$ cat config.mk
export PLATFORM = sky130hd
export DESIGN_NAME = dma_arbiter_flat
export DESIGN_NICKNAME = d
export VERILOG_FILES = /design/src/rtl/dma_arb_pkg.sv /design/src/rtl/dma_arbiter_if.sv /design/src/rtl/dma_arbiter_rr_select.sv /design/src/rtl/dma_arbiter.sv /design/src/flat_wrapper.sv
export SDC_FILE = /design/constraint.sdc
export NUM_CORES = 1
export LEC_CHECK = 0
export ABC_AREA = 1
export CAP_MARGIN = 20
export CELL_PAD_IN_SITES_DETAIL_PLACEMENT = 0
export CELL_PAD_IN_SITES_GLOBAL_PLACEMENT = 2
export CORE_MARGIN = 2
export CORE_UTILIZATION = 21
export DETAILED_ROUTE_END_ITERATION = 7
export PLACE_DENSITY = 0.78
export SETUP_SLACK_MARGIN = 0.15
export SLEW_MARGIN = 40
export SYNTH_ARGS = -nofsm -noshare
export SYNTH_HDL_FRONTEND = slang
export SYNTH_SLANG_ARGS = --single-unit
export TNS_END_PERCENT = 10
$ cat constraint.sdc
create_clock -name clk -period 2.88 [get_ports clk]
set_input_delay 0.576 -clock clk [delete_from_list [all_inputs] [get_ports clk]]
set_output_delay 0.576 -clock clk [all_outputs]
set_load 0.1 [all_outputs]
$ cat src/rtl/dma_arb_pkg.sv
// Shared types and defaults for the DMA arbiter slice.
package dma_arb_pkg;

  localparam int DEFAULT_NUM_REQ           = 3;
  localparam int DEFAULT_MEM_ADDRESS_WIDTH = 10;

  typedef enum logic [1:0] {
    IDLE  = 2'd0,
    ISSUE = 2'd1,
    WAIT  = 2'd2,
    DONE  = 2'd3
  } arb_state_e;

  // Keeps the owner index at least one bit wide even for a single requester.
  function automatic int owner_width(input int n);
    return (n > 1) ? $clog2(n) : 1;
  endfunction

endpackage

$ cat src/rtl/dma_arbiter_if.sv
// Requester and DMA-engine signals of the arbiter; slave is the arbiter's view.
interface dma_arbiter_if
  import dma_arb_pkg::*;
#(
  parameter int NUM_REQ           = DEFAULT_NUM_REQ,
  parameter int MEM_ADDRESS_WIDTH = DEFAULT_MEM_ADDRESS_WIDTH
);

  localparam int OWNER_WIDTH = owner_width(NUM_REQ);

  logic [NUM_REQ-1:0]                         i_req;
  logic [NUM_REQ-1:0][MEM_ADDRESS_WIDTH-1:0]  i_req_addr;
  logic [NUM_REQ-1:0][MEM_ADDRESS_WIDTH-1:0]  i_req_count;
  logic [NUM_REQ-1:0]                         o_grant;
  logic [NUM_REQ-1:0]                         o_done;
  logic                                       o_dma_read;
  logic [MEM_ADDRESS_WIDTH-1:0]               o_dma_address;
  logic [MEM_ADDRESS_WIDTH-1:0]               o_dma_count;
  logic                                       i_dma_ready;
  logic                                       o_busy;
  logic [OWNER_WIDTH-1:0]                     o_owner;

  modport master (
    output i_req, i_req_addr, i_req_count, i_dma_ready,
    input  o_grant, o_done, o_dma_read, o_dma_address, o_dma_count, o_busy, o_owner
  );

  modport slave (
    input  i_req, i_req_addr, i_req_count, i_dma_ready,
    output o_grant, o_done, o_dma_read, o_dma_address, o_dma_count, o_busy, o_owner
  );

endinterface

$ cat src/rtl/dma_arbiter_rr_select.sv
// Combinational round-robin picker: first set request at or after the start index.
module rr_select
  import dma_arb_pkg::*;
#(
  parameter int NUM_REQ     = DEFAULT_NUM_REQ,
  parameter int OWNER_WIDTH = owner_width(DEFAULT_NUM_REQ)
) (
  input  logic [NUM_REQ-1:0]     req,
  input  logic [OWNER_WIDTH-1:0] start,
  output logic                   valid,
  output logic [OWNER_WIDTH-1:0] winner
);

  logic [OWNER_WIDTH-1:0] pick;

  always_comb begin
    valid  = 1'b0;
    winner = '0;
    pick   = '0;
    for (int i = 0; i < NUM_REQ; i++) begin
      pick = OWNER_WIDTH'((int'(start) + i) % NUM_REQ);
      if (!valid && req[pick]) begin
        valid  = 1'b1;
        winner = pick;
      end
    end
  end

endmodule

$ cat src/rtl/dma_arbiter.sv
// Shares one DMA engine among NUM_REQ requesters with round-robin arbitration.
module dma_arbiter
  import dma_arb_pkg::*;
#(
  parameter int NUM_REQ           = DEFAULT_NUM_REQ,
  parameter int MEM_ADDRESS_WIDTH = DEFAULT_MEM_ADDRESS_WIDTH
) (
  input  logic          clk,
  input  logic          rst_n,
  dma_arbiter_if.slave  bus
);

  localparam int OW = owner_width(NUM_REQ);

  arb_state_e                   state_q, state_d;
  logic [OW-1:0]                owner_q, owner_d;
  logic [OW-1:0]                ptr_q, ptr_d;
  logic [MEM_ADDRESS_WIDTH-1:0] addr_q, addr_d;
  logic [MEM_ADDRESS_WIDTH-1:0] count_q, count_d;
  logic [NUM_REQ-1:0]           grant_q, grant_d;
  logic [NUM_REQ-1:0]           done_vec;
  logic                         sel_valid;
  logic [OW-1:0]                sel_idx;

  rr_select #(
    .NUM_REQ     (NUM_REQ),
    .OWNER_WIDTH (OW)
  ) u_rr_select (
    .req    (bus.i_req),
    .start  (ptr_q),
    .valid  (sel_valid),
    .winner (sel_idx)
  );

  always_ff @(posedge clk or negedge rst_n) begin
    if (!rst_n) begin
      state_q <= IDLE;
      owner_q <= '0;
      ptr_q   <= '0;
      addr_q  <= '0;
      count_q <= '0;
      grant_q <= '0;
    end else begin
      state_q <= state_d;
      owner_q <= owner_d;
      ptr_q   <= ptr_d;
      addr_q  <= addr_d;
      count_q <= count_d;
      grant_q <= grant_d;
    end
  end

  always_comb begin
    state_d = state_q;
    owner_d = owner_q;
    ptr_d   = ptr_q;
    addr_d  = addr_q;
    count_d = count_q;
    grant_d = '0;
    case (state_q)
      IDLE: begin
        if (sel_valid) begin
          owner_d          = sel_idx;
          ptr_d            = (int'(sel_idx) == NUM_REQ - 1) ? '0 : OW'(sel_idx + 1'b1);
          addr_d           = bus.i_req_addr[sel_idx];
          count_d          = bus.i_req_count[sel_idx];
          grant_d[sel_idx] = 1'b1;
          // A zero-length request completes without ever touching the engine.
          state_d          = (bus.i_req_count[sel_idx] == '0) ? DONE : ISSUE;
        end
      end
      ISSUE:   state_d = WAIT;
      WAIT:    if (bus.i_dma_ready) state_d = DONE;
      DONE:    state_d = IDLE;
      default: state_d = IDLE;
    endcase
  end

  always_comb begin
    done_vec = '0;
    if (state_q == DONE) done_vec[owner_q] = 1'b1;
  end

  assign bus.o_grant       = grant_q;
  assign bus.o_done        = done_vec;
  assign bus.o_dma_read    = (state_q == ISSUE);
  assign bus.o_dma_address = addr_q;
  assign bus.o_dma_count   = count_q;
  assign bus.o_busy        = (state_q != IDLE);
  assign bus.o_owner       = owner_q;

endmodule
$ cat src/flat_wrapper.sv
// flat-port wrapper written by rule: the top's interface ports become plain ports
module dma_arbiter_flat import dma_arb_pkg::*;
#(
  parameter int NUM_REQ           = DEFAULT_NUM_REQ,
  parameter int MEM_ADDRESS_WIDTH = DEFAULT_MEM_ADDRESS_WIDTH
)
  (clk, rst_n, bus_i_req, bus_i_req_addr, bus_i_req_count, bus_i_dma_ready, bus_o_grant, bus_o_done, bus_o_dma_read, bus_o_dma_address, bus_o_dma_count, bus_o_busy, bus_o_owner);
  dma_arbiter_if #(.NUM_REQ(NUM_REQ), .MEM_ADDRESS_WIDTH(MEM_ADDRESS_WIDTH)) bus_i ();
  input  logic clk;
  input  logic rst_n;
  input wire logic [$bits(bus_i.i_req)-1:0] bus_i_req;
  input wire logic [$bits(bus_i.i_req_addr)-1:0] bus_i_req_addr;
  input wire logic [$bits(bus_i.i_req_count)-1:0] bus_i_req_count;
  input wire logic [$bits(bus_i.i_dma_ready)-1:0] bus_i_dma_ready;
  output wire logic [$bits(bus_i.o_grant)-1:0] bus_o_grant;
  output wire logic [$bits(bus_i.o_done)-1:0] bus_o_done;
  output wire logic [$bits(bus_i.o_dma_read)-1:0] bus_o_dma_read;
  output wire logic [$bits(bus_i.o_dma_address)-1:0] bus_o_dma_address;
  output wire logic [$bits(bus_i.o_dma_count)-1:0] bus_o_dma_count;
  output wire logic [$bits(bus_i.o_busy)-1:0] bus_o_busy;
  output wire logic [$bits(bus_i.o_owner)-1:0] bus_o_owner;
  assign bus_i.i_req = bus_i_req;
  assign bus_i.i_req_addr = bus_i_req_addr;
  assign bus_i.i_req_count = bus_i_req_count;
  assign bus_i.i_dma_ready = bus_i_dma_ready;
  assign bus_o_grant = bus_i.o_grant;
  assign bus_o_done = bus_i.o_done;
  assign bus_o_dma_read = bus_i.o_dma_read;
  assign bus_o_dma_address = bus_i.o_dma_address;
  assign bus_o_dma_count = bus_i.o_dma_count;
  assign bus_o_busy = bus_i.o_busy;
  assign bus_o_owner = bus_i.o_owner;
  dma_arbiter #(.NUM_REQ(NUM_REQ), .MEM_ADDRESS_WIDTH(MEM_ADDRESS_WIDTH)) u_core (.clk(clk), .rst_n(rst_n), .bus(bus_i));
endmodule
==> results of run 1 <==
[flip-flops by register name, summed over array words and instances, names as in the netlist]
signal and cells:
u_core.state_q 2, u_core.bus.o_dma_address 10, u_core.bus.o_dma_count 10, u_core.bus.o_grant 3
u_core.ptr_q 2, u_core.bus.o_owner 2
[cell usage in the layout (no fill, tap or decap), types with 2 or more instances in the layout]
master / Yosys / final
clkdlybuf4s50_1: 0 / 65
nand2_1: 55 / 55
buf_4: 0 / 39
nor2_1: 32 / 32
dfrtp_1: 29 / 29
inv_1: 25 / 24
a21oi_1: 19 / 19
nand3_1: 18 / 18
o21ai_0: 10 / 10
nor2_2: 7 / 7
a22oi_1: 7 / 7
ha_1: 8 / 7
clkbuf_8: 0 / 7
inv_2: 5 / 6
nand3_2: 5 / 5
nand4_1: 5 / 5
nor3_2: 0 / 3
nand2_2: 4 / 3
nand2_4: 2 / 3
a31oi_1: 2 / 2
[through the flow]
step | worst slack [ns] | hold slack, ns | TNS [ns]
2_1_floorplan | -0.0526 | 0.280 | -0.105
3_5_place_dp | 0.0985 | 0.482 | 0
4_1_cts | 0.312 | 0.499 | 0
6_report | 0.391 | 0.488 | 0
5_1_grt | 0.159 | 0.518 | 0
3_3_place_gp | 0.142 | 0.480 | 0
[critical path, delay by kind of cell, from the launching register on]
| family | cells | cell delay [ns] |
|---|---|---|
| buf+inv | 5 | 0.46 |
| flops | 1 | 0.39 |
| compound gates | 1 | 0.12 |
| fa+ha+maj | 1 | 0.37 |
| simple gates | 11 | 1.07 |
[final cells by class]
cell class | instances | area, µm² | share of cell area
multi-input cells | 186 | 1020 | 0.332
clock inverters | 1 | 5.00 | 0.00163
well taps | 108 | 135 | 0.0441
inverters | 32 | 123 | 0.0400
flip-flops and latches | 29 | 726 | 0.237
clock buffers | 7 | 96.3 | 0.0314
repair buffers | 105 | 963 | 0.314
[logic make-up (layout without fill, tap and decap cells)]
logic type / after synthesis / count (layout) / share of synthesized area
simple gates: 133 / 133 / 0.329
fa+ha+maj: 8 / 8 / 0.0523
flops: 29 / 29 / 0.379
compound gates: 45 / 45 / 0.139
buf+inv: 41 / 145 / 0.100
[how the worst min path moves through the flow]
stage                                             end  slack [ns]                 startpoint
after floorplan           u_core.bus.o_dma_address[0]        0.28                      rst_n
after global placement      u_core.bus.o_dma_count[9]        0.48  u_core.bus.o_dma_count[9]
after detailed placement    u_core.bus.o_dma_count[9]        0.48  u_core.bus.o_dma_count[9]
after CTS                   u_core.bus.o_dma_count[9]        0.50  u_core.bus.o_dma_count[9]
after global routing        u_core.bus.o_dma_count[5]        0.52  u_core.bus.o_dma_count[5]
final                       u_core.bus.o_dma_count[9]        0.49  u_core.bus.o_dma_count[9]
[repair_timing]
item | in CTS | in global routing
resized for setup | 0 | 3
hold buffers | 0 | 0
endpoints found under the setup margin | 0 | 1
[per-layer routing]
layer	vias to the layer above	GRT usage	wire, µm
met2	75	0.210	2810
met3	5	0.0260	479
met4	0	0.0411	65
li1	1039	-	-
met5	-	0	0
met1	897	0.174	3000
==> flow_summary.yaml, run 1 <==
status:
  outcome: "finished clean"
drt:
  wl_mm: 6.36
  drt_iter0_markers: 53
  drc: 0
  dr.pass1.iters: 6
  avgRoutedWirePerCell_um: 13.6
  final_antenna_net_count: 0
  viasPerCell: 4.31
  vias: 2016
min_path:
  min_path_cells: 2
  worstHoldPathType: "flip-flop to flip-flop"
worst_setup_path:
  reg2reg_depth: 18
  crit_start: "u_core.ptr_q[0]"
  cp-start-kind: "flip-flop"
  arrival_ns: 2.70
  cpMaxStageDelayCell: "dfrtp_1"
  slowest_delay_ns: 0.39
  crit_fanout: 6
  r2r_setup_slack_ns: 0.39
  critPathRequiredTime_ns: 3.10
  cp-endpoint: "u_core.state_q[1]"
  cp_cell_sequence: "inv_1 > ha_1 > inv_2 > nand3_1 > nand2_2 > nand2_1 > clkinv_1 > nand3_2 > nand2_4 > buf_12 > inv_4 > nand3_2 > nand2_1 > nor2_1 > nand2_1 > nor2_1 > nand3_1 > a21oi_2"
  crit_type: "flip-flop to flip-flop"
  rr_endpoint: "u_core.state_q[1]"
  crit-reg2reg-launch: "u_core.ptr_q[0]"
  cp-end-kind: "flip-flop"
  crit_top_cell: "nand2_1"
floorplan:
  die_h_um: 99.4
  rows: 34
  start_util: 0.218
  die_w_um: 99.4
  die-area_um2: 9890
  pin_count: 96
  fp.coreArea_um2: 8760
synthesis:
  ys_ff_latch: 29
  synthCells: 256
  synthMostInstantiatedCell: "nand2_1"
  synth_cell_types: 33
  synth_edf_count: 0
  ys.flop_type: "dfrtp_1"
  synthArstFlopShare: 1.00
  synth_top_area_cell: "dfrtp_1"
  syn_nets: 330
  yosys-top-cells-area: "dfrtp_1 38%, nand2_1 11%, nor2_1 6.3%"
  synth.avg_cell_area_um2: 7.47
  ys_warn_count: 0
  synth_top_area_frac: 0.379
  netlist_area_um2: 1910
  synth_common_cells: "55 x nand2_1, 32 x nor2_1, 29 x dfrtp_1"
  ys_seq_area_frac: 0.379
clock_tree:
  cts_tree: "built"
  clock_tree.root_cell: "clkbuf_8"
  clock_latency_ns: 0.28
  clock_path_buffers: 2
  cts.htree.levels: 2
  cts.sinks: 29
  postCtsSetupBuffers: 0
  numCtsBuffers: 5
  cts.clk_slew.worst_paths_ns: 0.07
timing:
  period_share: 0.864
  fin_skew_ns: 0.00282
  tightest_slew_ns: 0.392
  fmax_mhz: 402
  drv_slew: 0
  finalHoldViolCount: 0
  rsz0062_at_grt: "no"
  setup_violations: 0
  period_minus_slack_ns: 2.49
  relSlewSlack: 0.738
placed_design:
  io_buffer_count: 95
  hpwl_mm: 5.09
  placedInstanceArea_um2: 2960
  routabilityCongestion: 0.829
  dp_cells: 460
layout:
  stdcell_count: 468
  area_growth_pct: 60.3
  fin_area_um2: 3070
  drive_gt1_frac: 0.222
  fill_cells: 932
  final_util: 0.350
  nets: 433
  num_antenna_cells: 0
grt:
  overflow: 0
  grt_usage: 0.130
  grt_max_degree: 30
  grt_pass1_wl_mm: 10.2
  antenna_found_initial: 0
  grt_pass1_vias: 2042
flow_run:
  max_cap_viol_count: 0
Power of run 1 is left out: the tool's default activity adds up to more than one toggle a clock period on the data nets, which glitch-free logic cannot reach.
==> inputs of run 2 (changes only) <==
--- a/config.mk
+++ b/config.mk
@@ -11,6 +11,8 @@
 export CELL_PAD_IN_SITES_GLOBAL_PLACEMENT = 2
 export CORE_MARGIN = 2
 export CORE_UTILIZATION = 21
+export CTS_BUF_LIST = sky130_fd_sc_hd__clkbuf_2
+export CTS_CLUSTER_DIAMETER = 60
 export DETAILED_ROUTE_END_ITERATION = 7
 export PLACE_DENSITY = 0.78
 export SETUP_SLACK_MARGIN = 0.15
==> flow_summary.yaml, run 2 (same netlist as run 1, synthesis figures left out) <==
status:
  outcome: "finished clean"
clock_tree:
  clock_latency_ns: 0.35
  clock_path_buffers: 2
  postCtsResizedCells: 0
  cts_tree: "built"
  postCtsHoldBufs: 0
  numCtsBuffers: 5
  postCtsSetupBuffers: 0
  cts.clk_slew.worst_paths_ns: 0.15
  cts.sinks: 29
  cts.htree.levels: 2
  clock_tree.root_cell: "clkbuf_2"
drt:
  drc: 0
  viasPerCell: 4.31
  top_layer_used: "met4"
  vias: 2019
  wl_met1_mm: 3.01
  wl_mm: 6.34
  dr.pass1.iters: 4
  final_antenna_net_count: 0
  drt_iter0_markers: 43
  met3WireLength_um: 480
  dr_wl_met2_mm: 2.82
  avgRoutedWirePerCell_um: 13.5
grt:
  overflow: 0
  grt_max_degree: 30
  grt_usage: 0.128
  grt_pass1_vias: 2039
  antenna_found_initial: 0
  grt_pass1_wl_mm: 10.1
timing:
  fin_tns_setup_ns: 0
  fmax_mhz: 409
  relSlewSlack: 0.742
  drv_slew: 0
  fin_hold_ws_ns: 0.507
  period_minus_slack_ns: 2.44
  tightest_slew_ns: 0.388
  setup_violations: 0
  period_share: 0.848
  finalHoldViolCount: 0
  fin_skew_ns: 0.0109
  rsz0062_at_grt: "no"
floorplan:
  rows: 34
  die_w_um: 99.4
  die_h_um: 99.4
  fp.coreArea_um2: 8760
  die-area_um2: 9890
  pin_count: 96
  start_util: 0.218
layout:
  fin_area_um2: 3030
  num_antenna_cells: 0
  multi_input_area_um2: 1040
  layout_common_cells: "65 x clkdlybuf4s50_1, 55 x nand2_1, 39 x buf_4"
  area_growth_pct: 58.1
  seq_area_um2: 726
  final_common_cell: "clkdlybuf4s50_1"
  fill_cells: 941
  stdcell_count: 468
  drive_gt1_frac: 0.219
  nets: 433
placed_design:
  io_buffer_count: 95
  dp_cells: 460
  placedInstanceArea_um2: 2960
  hpwl_mm: 5.09
  routabilityCongestion: 0.829
worst_setup_path:
  crit_type: "flip-flop to flip-flop"
  cp-start-kind: "flip-flop"
  arrival_ns: 2.74
  cp-end-kind: "flip-flop"
  crit_fanout: 6
  critPathRequiredTime_ns: 3.18
flow_run:
  max_cap_viol_count: 0
min_path:
  worstHoldPathType: "flip-flop to flip-flop"
-- run 2: cell types whose count changed in the layout (fill, tap and decap cells not counted) --
cell,previous run,this run
clkbuf_2,0,5
clkbuf_8,7,0
clkinv_1,1,3
ha_1,7,6
ha_2,1,0
ha_4,0,2
-- run 2: final cells by class --
class                           instances  area share
Inverter                               32      0.0405
Clock inverter                          3     0.00414
Clock buffer                            5     0.00827
Tap cell                              108      0.0447
Timing Repair Buffer                  105       0.318
Multi-Input combinational cell        186       0.344
Sequential cell                        29       0.240
-- run 2: path summary, 6_finish.rpt --
check,from,endpoint,slack [ns],cells past startpoint
worst max-delay path,u_core.ptr_q[0],u_core.state_q[1],0.44,18
worst min-delay path,u_core.bus.o_dma_count[9],u_core.bus.o_dma_count[9],0.51,2
min in group asynchronous,rst_n,u_core.bus.o_grant[0],0.59,2
worst max register to register,u_core.ptr_q[0],u_core.state_q[1],0.44,18
worst min register to register,u_core.bus.o_dma_count[9],u_core.bus.o_dma_count[9],0.51,2
max in group asynchronous,rst_n,u_core.bus.o_dma_count[1],2.00,2
-- run 2: metal layers --
metal  track usage  vias to the layer above
met3        0.0260                        2
met1         0.173                      904
li1              -                     1038
met5             0                        -
met2         0.210                       75
met4        0.0348                        0
-- run 2: per-stage QoR --
step | utilization | setup slack, ns
floorplan | - | -0.0526
global placement | 0.338 | 0.142
detailed placement | 0.338 | 0.0985
CTS | 0.342 | 0.284
global route | 0.345 | 0.187
finish | 0.345 | 0.438
-- run 2: worst max-delay path: stages (launching register included) --
cell      delay, ns
dfrtp_1        0.46
inv_1          0.15
ha_4           0.24
inv_2          0.10
nand3_1        0.11
nand2_2        0.10
nand2_1        0.06
clkinv_1       0.06
nand3_2        0.12
nand2_4        0.15
buf_12         0.13
inv_4          0.05
nand3_2        0.05
nand2_1        0.05
nor2_1         0.13
nand2_1        0.07
nor2_1         0.13
nand3_1        0.10
a21oi_2        0.12
Power of run 2 is left out for the same reason.
==> inputs of run 3 (changes only) <==
==> constraint.sdc (replaced) <==
create_clock -name clk -period 2.4 [get_ports clk]
set_input_delay 0.48 -clock clk [delete_from_list [all_inputs] [get_ports clk]]
set_output_delay 0.48 -clock clk [all_outputs]
set_load 0.1 [all_outputs]
==> flow_summary.yaml, run 3 (same netlist as run 1, synthesis figures left out) <==
worst_setup_path:
  crit_type: "flip-flop to flip-flop"
  cp-start-kind: "flip-flop"
  worst-path-buf-inv: 5
  slowest_delay_ns: 0.48
  crit_top_cell: "inv_2"
  cpMaxStageDelayCell: "dfrtp_2"
  critPathRequiredTime_ns: 2.71
  cp_cell_sequence: "inv_2 > ha_4 > inv_2 > nand2_2 > nand3_2 > nand2_4 > nand2_2 > inv_2 > nand3_4 > buf_4 > buf_4 > nand4_1 > nand2_1 > nor2_2 > nand2_1 > nor2_2 > nand3_1 > a21oi_2"
  crit_family: "simple AND/OR/NAND/NOR gates"
  crit_fanout: 6
  reg2reg_depth: 18
  rr_endpoint: "u_core.state_q[1]"
  r2r_setup_slack_ns: 0.10
  arrival_ns: 2.61
  cp-end-kind: "flip-flop"
  crit-reg2reg-launch: "u_core.ptr_q[1]"
drt:
  dr.pass1.iters: 4
  vias: 2176
  drt_iter0_markers: 39
  drc: 0
  viasPerCell: 4.37
  final_antenna_net_count: 0
  avgRoutedWirePerCell_um: 13.7
  wl_mm: 6.81
grt:
  grt_max_degree: 30
  overflow: 0
  grt_pass1_vias: 2275
  grt_usage: 0.141
  grt_pass1_wl_mm: 11.2
  antenna_found_initial: 0
floorplan:
  start_util: 0.218
  fp.coreArea_um2: 8760
  die_h_um: 99.4
  die_w_um: 99.4
  rows: 34
  die-area_um2: 9890
  pin_count: 96
timing:
  tightest_slew_ns: 0.403
  period_share: 0.958
  period_minus_slack_ns: 2.30
  fmax_mhz: 435
  relSlewSlack: 0.732
  rsz0062_at_grt: "yes"
  setup_violations: 0
  fin_skew_ns: 0.0144
  drv_slew: 0
  finalHoldViolCount: 0
layout:
  fill_cells: 912
  area_growth_pct: 85.7
  stdcell_count: 498
  drive_gt1_frac: 0.379
  multi_input_area_um2: 1230
  layout_common_cells: "65 x clkdlybuf4s50_1, 60 x buf_4, 49 x nand2_1"
  final_util: 0.405
  final_common_cell: "clkdlybuf4s50_1"
  seq_area_um2: 727
  num_antenna_cells: 0
  nets: 464
status:
  outcome: "finished clean"
placed_design:
  hpwl_mm: 5.33
  io_buffer_count: 95
  dp_cells: 483
  routabilityCongestion: 0.910
flow_run:
  max_cap_viol_count: 0
clock_tree:
  clock_latency_ns: 0.36
  cts.htree.levels: 2
  postCtsHoldBufs: 0
  clock_path_buffers: 2
  cts.clk_slew.worst_paths_ns: 0.16
  numCtsBuffers: 5
  clock_tree.root_cell: "clkbuf_2"
  cts_tree: "built"
  cts.sinks: 29
min_path:
  worstHoldPathType: "primary input to asynchronous set/reset pin"
==> run 3: how the worst max path moves through the flow <==
stage	cells after the start	from	to	slack [ns]
3_5_place_dp	14	bus_i_req[2]	u_core.state_q[1]	-0.25
5_1_grt	18	u_core.ptr_q[0]	u_core.state_q[1]	-0.08
6_report	18	u_core.ptr_q[1]	u_core.state_q[1]	0.10
4_1_cts	18	u_core.ptr_q[0]	u_core.state_q[1]	0.15
3_3_place_gp	16	bus_i_req[1]	u_core.state_q[1]	-0.21
2_1_floorplan	2	u_core.bus.o_owner[0]	bus_o_done[1]	-0.15
==> run 3: final cells by class <==
class,instances,area share
repair buffers,136,0.365
multi-input cells,186,0.347
flip-flops and latches,29,0.205
well taps,108,0.0380
inverters,32,0.0359
clock buffers,6,0.00845
clock inverters,1,0.00106
==> run 3: through the flow <==
step | setup TNS (ns) | instance area [µm²] | worst slack (ns) | hold slack (ns)
floorplan | -0.293 | 1950 | -0.148 | 0.184
global placement | -1.61 | 3220 | -0.214 | 0.474
detailed placement | -2.37 | 3220 | -0.251 | 0.471
CTS | 0 | 3340 | 0.149 | 0.496
global route | -0.0776 | 3550 | -0.0776 | 0.499
finish | 0 | 3550 | 0.101 | 0.499
==> run 3: worst register-to-register path, stage by stage (launching register included) <==
cell and delay (ns):
dfrtp_2 0.48, inv_2 0.10, ha_4 0.18, inv_2 0.05, nand2_2 0.07, nand3_2 0.10, nand2_4 0.14, nand2_2 0.07
inv_2 0.07, nand3_4 0.07, buf_4 0.13, buf_4 0.13, nand4_1 0.11, nand2_1 0.08, nor2_2 0.11, nand2_1 0.07
nor2_2 0.07, nand3_1 0.09, a21oi_2 0.13
==> run 3: what timing repair did <==
action | CTS | global route
resized for setup | 16 | 43
setup buffers | 3 | 5
endpoints found under the setup margin | 21 | 15
pin swaps | 4 | 28
==> run 3: metal layers <==
metal,track usage,wire length [µm],vias to the layer above
li1,-,-,1105
met1,0.178,3030,990
met2,0.245,3280,74
met3,0.0330,424,7
met4,0.0348,78,0
met5,0,0,-
Power of run 3 is left out for the same reason.
